==> src/rtl/int_pkg.sv <==
// rtl/int_pkg.sv - shared level encoding, FSM states and default vectors for int_ctrl
package int_pkg;

    localparam logic [1:0] LVL_NONE = 2'd0;
    localparam logic [1:0] LVL1     = 2'd1;
    localparam logic [1:0] LVL2     = 2'd2;
    localparam logic [1:0] LVL3     = 2'd3;

    localparam logic [31:0] VEC1_DEF = 32'h0000_0100;
    localparam logic [31:0] VEC2_DEF = 32'h0000_0200;
    localparam logic [31:0] VEC3_DEF = 32'h0000_0300;

    typedef enum logic [1:0] {
        IDLE  = 2'd0,
        REQ   = 2'd1,
        ACKED = 2'd2
    } state_t;

    // Highest set bit of a per-level flag vector, bit k-1 = level k.
    function automatic logic [1:0] top_level(input logic [2:0] bits);
        if (bits[2])      return LVL3;
        else if (bits[1]) return LVL2;
        else if (bits[0]) return LVL1;
        else              return LVL_NONE;
    endfunction

endpackage

==> src/rtl/int_edge_det.sv <==
// rtl/int_edge_det.sv - rising-edge capture of one interrupt line into a pending flag
module int_edge_det (
    input  logic clk,
    input  logic clr,
    input  logic line,
    input  logic clear,
    output logic pend
);

    logic prev;

    // A fresh edge in the same cycle as a clear keeps the request pending.
    always_ff @(posedge clk or negedge clr) begin
        if (!clr) begin
            prev <= 1'b0;
            pend <= 1'b0;
        end else begin
            prev <= line;
            if (line && !prev)
                pend <= 1'b1;
            else if (clear)
                pend <= 1'b0;
        end
    end

endmodule

==> src/rtl/int_ctrl.sv <==
// rtl/int_ctrl.sv - three-level nested priority interrupt controller
module int_ctrl
    import int_pkg::*;
#(
    parameter logic [31:0] VEC1 = VEC1_DEF,
    parameter logic [31:0] VEC2 = VEC2_DEF,
    parameter logic [31:0] VEC3 = VEC3_DEF
) (
    input  logic        clk,
    input  logic        clr,
    input  logic        inter1,
    input  logic        inter2,
    input  logic        inter3,
    input  logic        ie,
    input  logic        int_ack,
    input  logic        eret,
    output logic        int_req,
    output logic [31:0] int_vec,
    output logic [1:0]  int_level,
    output logic        inter_running1,
    output logic        inter_running2,
    output logic        inter_running3,
    output logic [2:0]  pending
);

    state_t     state;
    logic [2:0] running;
    logic [2:0] clear_pend;
    logic [1:0] cur;
    logic [1:0] cand;
    logic       want;
    logic       taken;

    function automatic logic [31:0] vec_of(input logic [1:0] lvl);
        case (lvl)
            LVL1:    return VEC1;
            LVL2:    return VEC2;
            LVL3:    return VEC3;
            default: return 32'h0;
        endcase
    endfunction

    assign cur   = top_level(running);
    assign cand  = top_level(pending);
    assign want  = ie && (cand > cur);
    // eret wins over a same-cycle ack, so the ack is dropped entirely.
    assign taken = (state == REQ) && int_ack && !eret;

    assign inter_running1 = running[0];
    assign inter_running2 = running[1];
    assign inter_running3 = running[2];

    always_comb begin
        clear_pend = 3'b000;
        if (taken) begin
            case (cand)
                LVL1:    clear_pend[0] = 1'b1;
                LVL2:    clear_pend[1] = 1'b1;
                LVL3:    clear_pend[2] = 1'b1;
                default: clear_pend    = 3'b000;
            endcase
        end
    end

    int_edge_det u_edge1 (.clk(clk), .clr(clr), .line(inter1), .clear(clear_pend[0]), .pend(pending[0]));
    int_edge_det u_edge2 (.clk(clk), .clr(clr), .line(inter2), .clear(clear_pend[1]), .pend(pending[1]));
    int_edge_det u_edge3 (.clk(clk), .clr(clr), .line(inter3), .clear(clear_pend[2]), .pend(pending[2]));

    // eret retires only the innermost handler level.
    always_ff @(posedge clk or negedge clr) begin
        if (!clr) begin
            running <= 3'b000;
        end else if (eret) begin
            case (cur)
                LVL1:    running[0] <= 1'b0;
                LVL2:    running[1] <= 1'b0;
                LVL3:    running[2] <= 1'b0;
                default: running    <= running;
            endcase
        end else if (taken) begin
            case (cand)
                LVL1:    running[0] <= 1'b1;
                LVL2:    running[1] <= 1'b1;
                LVL3:    running[2] <= 1'b1;
                default: running    <= running;
            endcase
        end
    end

    always_ff @(posedge clk or negedge clr) begin
        if (!clr) begin
            state     <= IDLE;
            int_req   <= 1'b0;
            int_level <= LVL_NONE;
            int_vec   <= 32'h0;
        end else begin
            case (state)
                IDLE: begin
                    if (want) begin
                        state     <= REQ;
                        int_req   <= 1'b1;
                        int_level <= cand;
                        int_vec   <= vec_of(cand);
                    end
                end
                REQ: begin
                    if (int_ack && !eret) begin
                        state     <= ACKED;
                        int_req   <= 1'b0;
                        int_level <= LVL_NONE;
                        int_vec   <= 32'h0;
                    end else if ((int_ack && eret) || !want) begin
                        state     <= IDLE;
                        int_req   <= 1'b0;
                        int_level <= LVL_NONE;
                        int_vec   <= 32'h0;
                    end else begin
                        int_level <= cand;
                        int_vec   <= vec_of(cand);
                    end
                end
                ACKED: begin
                    state <= IDLE;
                end
                default: begin
                    state     <= IDLE;
                    int_req   <= 1'b0;
                    int_level <= LVL_NONE;
                    int_vec   <= 32'h0;
                end
            endcase
        end
    end

endmodule

==> config.mk <==
export PLATFORM = sky130hd
export DESIGN_NAME = int_ctrl
export DESIGN_NICKNAME = d
export VERILOG_FILES = /design/src/rtl/int_pkg.sv /design/src/rtl/int_edge_det.sv /design/src/rtl/int_ctrl.sv
export SDC_FILE = /design/constraint.sdc
export NUM_CORES = 1
export LEC_CHECK = 0
export BUFFER_PORTS_ARGS = -buffer_cell sky130_fd_sc_hd__clkbuf_2
export CAP_MARGIN = 20
export CELL_PAD_IN_SITES_DETAIL_PLACEMENT = 0
export CELL_PAD_IN_SITES_GLOBAL_PLACEMENT = 1
export CORE_MARGIN = 2
export CORE_UTILIZATION = 31
export DETAILED_ROUTE_END_ITERATION = 8
export GPL_TIMING_DRIVEN = 0
export PLACE_DENSITY_LB_ADDON = 0.1
export SKIP_CTS_REPAIR_TIMING = 1
export SLEW_MARGIN = 20
export SYNTH_ARGS = -nofsm -noshare
export SYNTH_HDL_FRONTEND = slang
export SYNTH_HIERARCHICAL = 1
export SYNTH_SLANG_ARGS = --single-unit
==> constraint.sdc <==
create_clock -name clk -period 2.1 [get_ports clk]
set_clock_uncertainty 0.05 [all_clocks]
set_input_delay 0.21 -clock clk [delete_from_list [all_inputs] [get_ports clk]]
set_output_delay 0.21 -clock clk [all_outputs]
set_load 0.01 [all_outputs]
==> flow_metrics.py, run 1 <==
metrics = {
    "worst_hold_path": {
        "holdPathStages": 1,
        "hold_path_class": "in -> reg",
    },
    "worst_setup_path": {
        "cp_data_required_time_ps": 2210,
        "critical_path_peak_fanout": 8,
        "critical_path_arrival_ps": 2080,
        "start_kind": "flip-flop",
        "critPathCaptureType": "flip-flop",
        "cp.depth": 7,
        "reg2reg_depth": 7,
        "criticalPathCategory": "reg -> reg",
        "worstPathCellList": "nor2_2, inv_1, ha_1, nor2b_4, o2111ai_4, nor3_2, a311o_1",
        "path_delay_family": "compound AO/OA/AOI/OAI gates",
        "critPathSlowestCell": "dfrtp_1",
        "critical_path.n_buffers_inverters": 1,
        "cpPeakStageDelay_ps": 470,
    },
    "clocking": {
        "clock_sinks": 15,
        "skew_pair_late_insertion_delay_ps": 270,
        "clk_pin_slew_worst_setup_hold_paths_ps": 80,
        "tritoncts.num_buffers": 3,
        "tritoncts": "yes",
        "max_clock_buf_depth": 2,
        "cts.htree.levels": 1,
        "root_buffer": "clkbuf_4",
    },
    "logic_synthesis": {
        "largest_area_contributor_in_the_synthesized_netlist": "dfrtp_1",
        "synthesis.area_um2": 927.1,
        "post_synthesis_compound_gate_area_fraction_pct": 13.90,
        "post_synth_edffs": 0,
        "synth.yosys.seq_area_share_pct": 40.49,
        "synth_simple_gate_area_share_pct": 12.55,
        "largest_family_of_logic_cells_by_synthesized_area": "buffers and inverters",
        "synthFlopType": "dfrtp_1",
        "synthMuxAreaShare_pct": 0,
        "synth.area.top_cells": "dfrtp_1 (40%), buf_4 (25%), inv_1 (4.9%)",
        "synth_async_sr_flop_share_pct": 100.0,
        "postSynthRegisterBits": 15,
        "synth_fa_ha_area_share_pct": 2.699,
        "yosys.cell_types.count": 24,
        "synthXorXnorAreaFrac_pct": 0,
        "area_share_of_the_largest_cell_type_after_synthesis_pct": 40.49,
        "synthesis.area_per_instance_um2": 9.969,
        "yosysWarnings": 6,
        "synthesis.instances": 93,
    },
    "timing": {
        "post-route-min-period_ps": 1962,
        "tns_ps": 0,
        "max_fclk_ghz": 0.5096,
        "rsz0062_at_grt": "false",
        "finalMaxSlewViolations": 0,
        "final_min_period_over_clock_period_pct": 93.45,
        "finalHoldViolCount": 0,
        "setup_viol": 0,
    },
    "global_route": {
        "antenna_found_initial": 0,
        "total_global_routing_overflow": 0,
        "first_global_vias": 567,
        "grt.total_usage_pct": 9.513,
        "first_pass_grt_wire_length_um": 2442,
        "grt_max_degree": 16,
    },
    "layout": {
        "multi_input_area_um2": 389.1,
        "top_regs": "running (3), int_vec (2), state (2)",
        "post_layout_nonfiller_instances": 181,
        "largest_register_ffs": 3,
        "syn_to_final_growth_pct": 34.82,
        "final_nets": 161,
        "top_register": "running",
        "n_antenna_cell": 0,
        "post_route_cells_drive_above_1_share_pct": 44.00,
        "layout.filler_cells": 287,
        "register_cell_area_after_layout_um2": 375.4,
    },
    "floorplan": {
        "initial_utilization_pct": 33.05,
        "row_count": 19,
        "floorplan.io_pins": 49,
        "die_h_um": 58.69,
        "coreArea_um2": 2805,
        "fp.dieW_um": 58.69,
        "floorplan.die_area_um2": 3444,
    },
    "place": {
        "dpl.hpwl_um": 1291,
        "routabilityCongestion": 0.6982,
        "place_inst": 171,
        "port_buffers": 18,
    },
    "route": {
        "number_of_nets_with_antenna_violations_after_detailed_routing": 0,
        "drt-total-wl_um": 1601,
        "post-route-drc-count": 4,
        "via_count": 664,
        "via_per_inst": 3.669,
        "detail_route.first_pass.iterations": 5,
        "first_iter_violations": 4,
        "routedWlPerCell_um": 8.845,
    },
    "status": {
        "run_status": "complete, but fails checks",
        "failed_checks": "design-rule violations",
    },
    "power_and_ir_drop": {
        "p_leak_nw": 0.7556,
        "power-per-cell-area_nw_per_um2": 677.9,
        "power.total_w": 0.0008473,
        "worst_ir_drop_vdd_uv": 355.8,
    },
    "run": {
        "cap_viol_max_count": 0,
    },
}
-- layout make-up --
type	count	share of cell area, %
well taps	31	3.103
multi-input cells	64	31.13
clock buffers	4	2.102
repair buffers	24	11.41
flip-flops and latches	15	30.03
inverters	12	3.604
plain buffers	31	18.62
-- layout by cell type, fill, tap and decap left out, types with 2 or more instances in the layout --
cell type,synthesis,routed
dfrtp_1,15,15
nor3_2,2,2
nand3_1,2,2
dlygate4sd3_1,0,3
nor2_1,3,2
a21o_1,2,2
inv_1,12,12
a21oi_1,3,2
nand2_1,5,5
o22ai_2,3,3
clkbuf_4,0,3
buf_4,31,34
conb_1,1,30
clkbuf_2,0,18
ha_1,2,2
-- per-layer routing --
| metal | up-vias | GRT usage [%] | share of wire (%) |
|---|---|---|---|
| li1 | 351 | - | - |
| met1 | 284 | 11.14 | 40 |
| met2 | 27 | 16.85 | 52 |
| met3 | 2 | 1.319 | 7.7 |
| met4 | 0 | 4.870 | 0.62 |
| met5 | - | 0 | 0 |
-- report_power, final --
part	internal [W]	total [W]	switching, W
sequential	0.000336	0.000374	0.0000387
combinational	0.000160	0.000314	0.000154
clock	0.0000735	0.000159	0.0000851
-- worst paths after layout --
kind / from / slack [ps] / endpoint
setup / recovery: u_edge3/pend / 140 / int_vec[8]
hold / removal: inter1 / 20 / u_edge1/prev
setup reg to reg: u_edge3/pend / 140 / int_vec[8]
hold reg to reg: u_edge3/prev / 400 / u_edge3/pend
max in group asynchronous: clr / 1400 / running[1]
min in group asynchronous: clr / 330 / u_edge3/pend
-- through the flow --
| stage | utilization [%] | hold WS [ps] | setup WS [ps] | cell area (um2) |
|---|---|---|---|---|
| final | 44.56 | 15.43 | 137.5 | 1250 |
| after global routing | 44.56 | 0.09387 | 20.18 | 1250 |
| after CTS | 42.46 | -207.8 | 69.62 | 1191 |
| after detailed placement | 41.53 | 98.03 | 91.75 | 1165 |
| after global placement | 41.53 | 97.30 | 117.6 | 1165 |
| after floorplan | - | -135.6 | 236.3 | 1036 |
-- worst reg2reg max path, delay by kind of cell, from the launching register on --
| family | cells | cell delay (ps) |
|---|---|---|
| fa+ha+maj | 1 | 310 |
| buf+inv | 1 | 60 |
| flops | 1 | 470 |
| simple gates | 3 | 360 |
| compound gates | 2 | 610 |
-- cell families after synthesis --
kind of cell,after synthesis
AOI/OAI and AO/OA,13
adders and majority gates,2
buffers and inverters,43
DFF,15
other,1
and+or+nand+nor,19
-- cells in the mapped netlist, drive strengths merged (2+ instances only) --
library cell and n:
a21oi 3, nand3 2, o22ai 3, nor2 3
nand2 5, a21o 2, nor3 3, dfrtp 15
inv 12, buf 31, ha 2
No activity file was read; power rests on OpenSTA's default activity.
==> run 2: changes to the inputs <==
GPL_ROUTABILITY_DRIVEN = 1   (was unset)
RECOVER_POWER = 25   (was unset)
==> run 2 against run 1 <==
Effect of this change:
- the run still ends with design-rule violations left
- fmax stayed put
- sequential power hardly changed
- cell area is 0.20% lower
- combinational power hardly changed
- hold slack better by 6.6 ps
- routed wire length is 0.12% higher
- sequential share of layout area is 0.060 points higher
- core utilization is 0.089 points lower
- via count stayed put
- die area stayed put
- critical path type unchanged
==> flow_metrics.py, run 2 (synthesized netlist as in run 1, its figures left out) <==
metrics = {
    "status": {
        "run_status": "complete, but fails checks",
        "failed_checks": "design-rule violations",
    },
    "worst_setup_path": {
        "criticalPathCategory": "reg -> reg",
        "cp-startpoint": "u_edge3/pend",
        "cp_data_required_time_ps": 2210,
        "critical_path_peak_fanout": 8,
        "critical_path_arrival_ps": 2080,
        "crit-reg2reg-launch": "u_edge3/pend",
        "critPathCaptureType": "flip-flop",
        "setup.reg_to_reg.worst_slack_ps": 140,
        "start_kind": "flip-flop",
    },
    "power_and_ir_drop": {
        "netSwitchingPower_w": 0.0002782,
        "power-per-cell-area_nw_per_um2": 678.9,
        "power.share.switching_pct": 32.85,
        "comb_power_share_pct": 37.1,
        "worst_ir_drop_vdd_uv": 355.8,
        "clockPowerShare_pct": 18.7,
        "p_leak_nw": 0.7496,
        "pwr-share-seq_pct": 44.2,
        "internal-power_w": 0.0005687,
    },
    "timing": {
        "tns_ps": 0,
        "max_slew.worst_pin.slew_ps": 818.9,
        "setup_viol": 0,
        "finalHoldViolCount": 0,
        "post-route-min-period_ps": 1962,
        "max_fclk_ghz": 0.5096,
        "final_min_period_over_clock_period_pct": 93.45,
        "rsz0062_at_grt": "false",
        "slew_headroom_pct": 45.41,
        "finalMaxSlewViolations": 0,
    },
    "global_route": {
        "first_pass_grt_wire_length_um": 2442,
        "grt.total_usage_pct": 9.513,
        "antenna_found_initial": 0,
        "grt_max_degree": 16,
        "first_global_vias": 567,
        "total_global_routing_overflow": 0,
    },
    "route": {
        "post-route-drc-count": 4,
        "detail_route.first_pass.iterations": 5,
        "via_count": 664,
        "drt-total-wl_um": 1603,
        "first_iter_violations": 4,
        "routedWlPerCell_um": 8.856,
        "number_of_nets_with_antenna_violations_after_detailed_routing": 0,
        "via_per_inst": 3.669,
    },
    "floorplan": {
        "floorplan.io_pins": 49,
        "die_h_um": 58.69,
        "fp.dieW_um": 58.69,
        "initial_utilization_pct": 33.05,
        "floorplan.die_area_um2": 3444,
        "coreArea_um2": 2805,
        "row_count": 19,
    },
    "layout": {
        "mostFrequentLayoutCell": "buf_4",
        "syn_to_final_growth_pct": 34.55,
        "post-route-util_pct": 44.47,
        "n_antenna_cell": 0,
        "largest_register_ffs": 3,
        "layout.filler_cells": 289,
        "design_area_um2": 1247,
        "top_register": "running",
        "top_regs": "running (3), int_vec (2), state (2)",
        "final_nets": 161,
        "post_route_cells_drive_above_1_share_pct": 42.67,
        "most-common-layout-cells": "buf_4 (34), conb_1 (30), clkbuf_2 (16), dfrtp_1 (15), inv_1 (12)",
    },
    "place": {
        "port_buffers": 18,
        "routabilityCongestion": 0.6982,
        "placed_area_um2": 1165,
        "dpl.hpwl_um": 1291,
    },
    "worst_hold_path": {
        "hold_path_class": "in -> reg",
        "holdCritStartpoint": "inter1",
    },
    "clocking": {
        "cts.htree.levels": 1,
        "skew_pair_late_insertion_delay_ps": 270,
        "tritoncts": "yes",
        "max_clock_buf_depth": 2,
        "root_buffer": "clkbuf_4",
        "clk_pin_slew_worst_setup_hold_paths_ps": 80,
        "tritoncts.num_buffers": 3,
        "clock_sinks": 15,
    },
    "run": {
        "cap_viol_max_count": 0,
    },
}
==> run 2: cell types whose count changed in the layout (fill, tap and decap cells not counted) <==
| cell | before | now |
|---|---|---|
| clkbuf_1 | 1 | 3 |
| clkbuf_2 | 18 | 16 |
==> run 2: path summary, 6_finish.rpt <==
kind,end,depth (start not counted)
worst max-delay path,int_vec[8],7
worst min-delay path,u_edge1/prev,1
worst max register to register,int_vec[8],7
worst min register to register,u_edge3/pend,1
max in group asynchronous,running[1],2
min in group asynchronous,u_edge3/pend,2
==> run 2: layout make-up <==
type                            count  area [um2]  area share [%]
Multi-Input combinational cell     64       389.1           31.19
Sequential cell                    15       375.4           30.09
Buffer                             31       232.7           18.66
Timing Repair Buffer               24       140.1           11.23
Inverter                           12       45.04           3.611
Tap cell                           31       38.79           3.109
Clock buffer                        4       26.28           2.106
==> run 2: per-layer routing <==
layer | vias to the layer above | track usage, % | routed length [um]
li1 | 351 | - | -
met1 | 284 | 11.14 | 643
met2 | 27 | 16.85 | 826
met3 | 2 | 1.319 | 123
met4 | 0 | 4.870 | 10
met5 | - | 0 | 0
==> run 2: stage by stage <==
| stage | hold WS, ps | total power, W | cells | worst slack, ps |
|---|---|---|---|---|
| after floorplan | -135.6 | 0.0005835 | 122 | 236.3 |
| after global placement | 97.30 | 0.0006663 | 171 | 117.6 |
| after detailed placement | 98.03 | 0.0006724 | 171 | 91.75 |
| after CTS | -207.8 | 0.0008376 | 175 | 69.62 |
| after global routing | 5.524 | 0.0009113 | 181 | 20.18 |
| final | 22.01 | 0.0008469 | 181 | 137.5 |
==> run 2: worst max-delay path, stage by stage (launching register included) <==
cell	delay, ps
dfrtp_1	470
nor2_2	160
inv_1	60
ha_1	310
nor2b_4	140
o2111ai_4	300
nor3_2	60
a311o_1	310
==> run 2: power by group through the flow <==
stage	Combinational, W	Sequential (W)	Clock (W)
2_1_floorplan	0.000190	0.000393	0
3_3_place_gp	0.000289	0.000378	0
3_5_place_dp	0.000294	0.000379	0
4_1_cts	0.000296	0.000373	0.000169
5_1_grt	0.000349	0.000382	0.000180
6_report	0.000314	0.000374	0.000159
==> run 3: changes to the inputs <==
ABC_AREA = 1   (was unset)
CORE_UTILIZATION = 30   (was 31)
==> run 3 against run 2 <==
Effect of this change:
- the flow now finishes without violations
- area after synthesis increased by 1.2%
- non-clock buffer count decreased by 2
- highest routed layer unchanged
- hold slack improved by 63 ps
- first-iteration DRC count decreased by 25%
- synthesized cell count increased by 25%
==> flow_metrics.py, run 3 <==
metrics = {
    "route": {
        "via_per_inst": 3.627,
        "first_iter_violations": 3,
        "via_count": 740,
        "detail_route.first_pass.iterations": 4,
        "number_of_nets_with_antenna_violations_after_detailed_routing": 0,
        "routedWlPerCell_um": 7.113,
        "drt-total-wl_um": 1451,
        "post-route-drc-count": 0,
    },
    "worst_setup_path": {
        "start_kind": "flip-flop",
        "criticalPathCategory": "reg -> reg",
        "worstPathCellList": "inv_1, nand2_1, ha_1, nand2_1, inv_1, nor2_4, nand2_2, nand3_1, nand2_1",
        "critPathSlowestCell": "dfrtp_1",
        "critPathCaptureType": "flip-flop",
        "cp_data_required_time_ps": 2220,
        "critical_path_peak_fanout": 6,
        "cpPeakStageDelay_ps": 400,
        "critical_path_arrival_ps": 1710,
        "critical_path.n_buffers_inverters": 2,
        "cell_repeated_most_along_the_worst_path": "nand2_1",
        "path_delay_family": "simple AND/OR/NAND/NOR gates",
    },
    "logic_synthesis": {
        "area_share_of_the_largest_cell_type_after_synthesis_pct": 40.00,
        "largest_area_contributor_in_the_synthesized_netlist": "dfrtp_1",
        "synthesis.instances": 116,
        "synthesis.area_um2": 938.4,
        "post_synth_edffs": 0,
        "postSynthRegisterBits": 15,
        "yosys.cell_types.count": 16,
        "synth.most_common_cell": "buf_4",
        "synth_async_sr_flop_share_pct": 100.0,
        "ys_top_cells_by_count": "buf_4 (31), nand2_1 (24), inv_1 (19), dfrtp_1 (15), nand3_1 (5)",
        "yosysWarnings": 6,
        "synth.area.top_cells": "dfrtp_1 (40%), buf_4 (25%), nand2_1 (9.6%)",
        "synth.yosys.seq_area_share_pct": 40.00,
        "synthesis.area_per_instance_um2": 8.090,
        "synthFlopType": "dfrtp_1",
    },
    "timing": {
        "slew_headroom_pct": 47.02,
        "rsz0062_at_grt": "false",
        "final_min_period_over_clock_period_pct": 75.67,
        "max_fclk_ghz": 0.6293,
        "hold_ws_ps": 85.22,
        "max_slew.worst_pin.slew_ps": 794.6,
        "finalHoldViolCount": 0,
        "setup_viol": 0,
        "post-route-min-period_ps": 1589,
        "tns_ps": 0,
        "finalMaxSlewViolations": 0,
    },
    "worst_hold_path": {
        "hold_path_class": "in -> reg",
    },
    "floorplan": {
        "coreArea_um2": 3003,
        "fp.dieW_um": 59.93,
        "initial_utilization_pct": 31.25,
        "floorplan.io_pins": 49,
        "floorplan.die_area_um2": 3592,
        "die_h_um": 59.93,
        "row_count": 20,
    },
    "global_route": {
        "first_pass_grt_wire_length_um": 2318,
        "grt_max_degree": 16,
        "first_global_vias": 581,
        "antenna_found_initial": 0,
        "total_global_routing_overflow": 0,
        "grt.total_usage_pct": 8.752,
    },
    "status": {
        "run_status": "completed",
    },
    "layout": {
        "largest_register_ffs": 3,
        "post-route-util_pct": 41.33,
        "n_antenna_cell": 0,
        "layout.filler_cells": 324,
        "top_regs": "running (3), int_vec (2), state (2)",
        "syn_to_final_growth_pct": 32.27,
        "design_area_um2": 1241,
        "post_layout_nonfiller_instances": 204,
        "final_nets": 182,
        "mostFrequentLayoutCell": "buf_4",
        "most-common-layout-cells": "buf_4 (31), conb_1 (30), nand2_1 (24), inv_1 (19)",
        "post_route_cells_drive_above_1_share_pct": 32.75,
        "top_register": "running",
    },
    "clocking": {
        "clock_sinks": 15,
        "root_buffer": "clkbuf_4",
        "tritoncts.num_buffers": 3,
        "tritoncts": "yes",
        "max_clock_buf_depth": 2,
        "skew_pair_late_insertion_delay_ps": 280,
        "clk_pin_slew_worst_setup_hold_paths_ps": 80,
        "cts.htree.levels": 1,
    },
    "power_and_ir_drop": {
        "power-per-cell-area_nw_per_um2": 643.8,
        "worst_ir_drop_vdd_uv": 362.3,
        "p_leak_nw": 0.7672,
    },
    "run": {
        "cap_viol_max_count": 0,
    },
    "place": {
        "dpl.hpwl_um": 1227,
        "routabilityCongestion": 0.6832,
        "place_inst": 196,
        "port_buffers": 18,
        "placed_area_um2": 1179,
    },
}
[run 3: kinds of logic after synthesis]
logic type	count (synthesis)	synth area share (%)
other	1	0.3996
adders and majority gates	2	2.666
DFF	15	40.00
AOI/OAI and AO/OA	5	2.801
buffers and inverters	52	33.20
and+or+nand+nor	41	20.93
[run 3: worst paths after layout]
path | to | slack [ps] | start | cells after the start
worst max-delay path | int_level[1] | 510 | u_edge3/pend | 9
worst min-delay path | running[2] | 90 | eret | 2
worst max register to register | int_level[1] | 510 | u_edge3/pend | 9
worst min register to register | u_edge3/pend | 420 | u_edge3/prev | 3
max in group asynchronous | running[2] | 1040 | clr | 2
min in group asynchronous | u_edge3/prev | 470 | clr | 2
[run 3: worst reg2reg max path, cell delays in order (launching register included)]
cell	delay, ps
dfrtp_1	400
inv_1	150
nand2_1	100
ha_1	310
nand2_1	70
inv_1	60
nor2_4	110
nand2_2	100
nand3_1	80
nand2_1	50
[run 3: metal layers]
layer / GRT usage (%) / share of wire (%)
met1: 10.08 / 39
met2: 14.44 / 51
met3: 1.299 / 7.2
met4: 6.667 / 2.0
met5: 0 / 0
[run 3: cell type report]
cell class,instances,area (um2),share of cell area [%]
flip-flops and latches,15,375.4,30.24
multi-input cells,78,360.3,29.03
plain buffers,31,232.7,18.75
repair buffers,22,126.4,10.18
inverters,21,78.83,6.351
well taps,33,41.29,3.327
clock buffers,4,26.28,2.117
[run 3: power breakdown]
group	total (W)	switching, W	internal [W]
Combinational	0.000281	0.000156	0.000124
Sequential	0.000360	0.0000274	0.000333
Clock	0.000159	0.0000848	0.0000737
Total	0.000799	0.000269	0.000531
[run 3: stage by stage]
step / setup WS, ps / total power (W)
floorplan: 609.2 / 0.0005637
global placement: 506.9 / 0.0006401
detailed placement: 492.8 / 0.0006446
CTS: 481.5 / 0.0008055
global route: 316.0 / 0.0008683
finish: 511.0 / 0.0007990
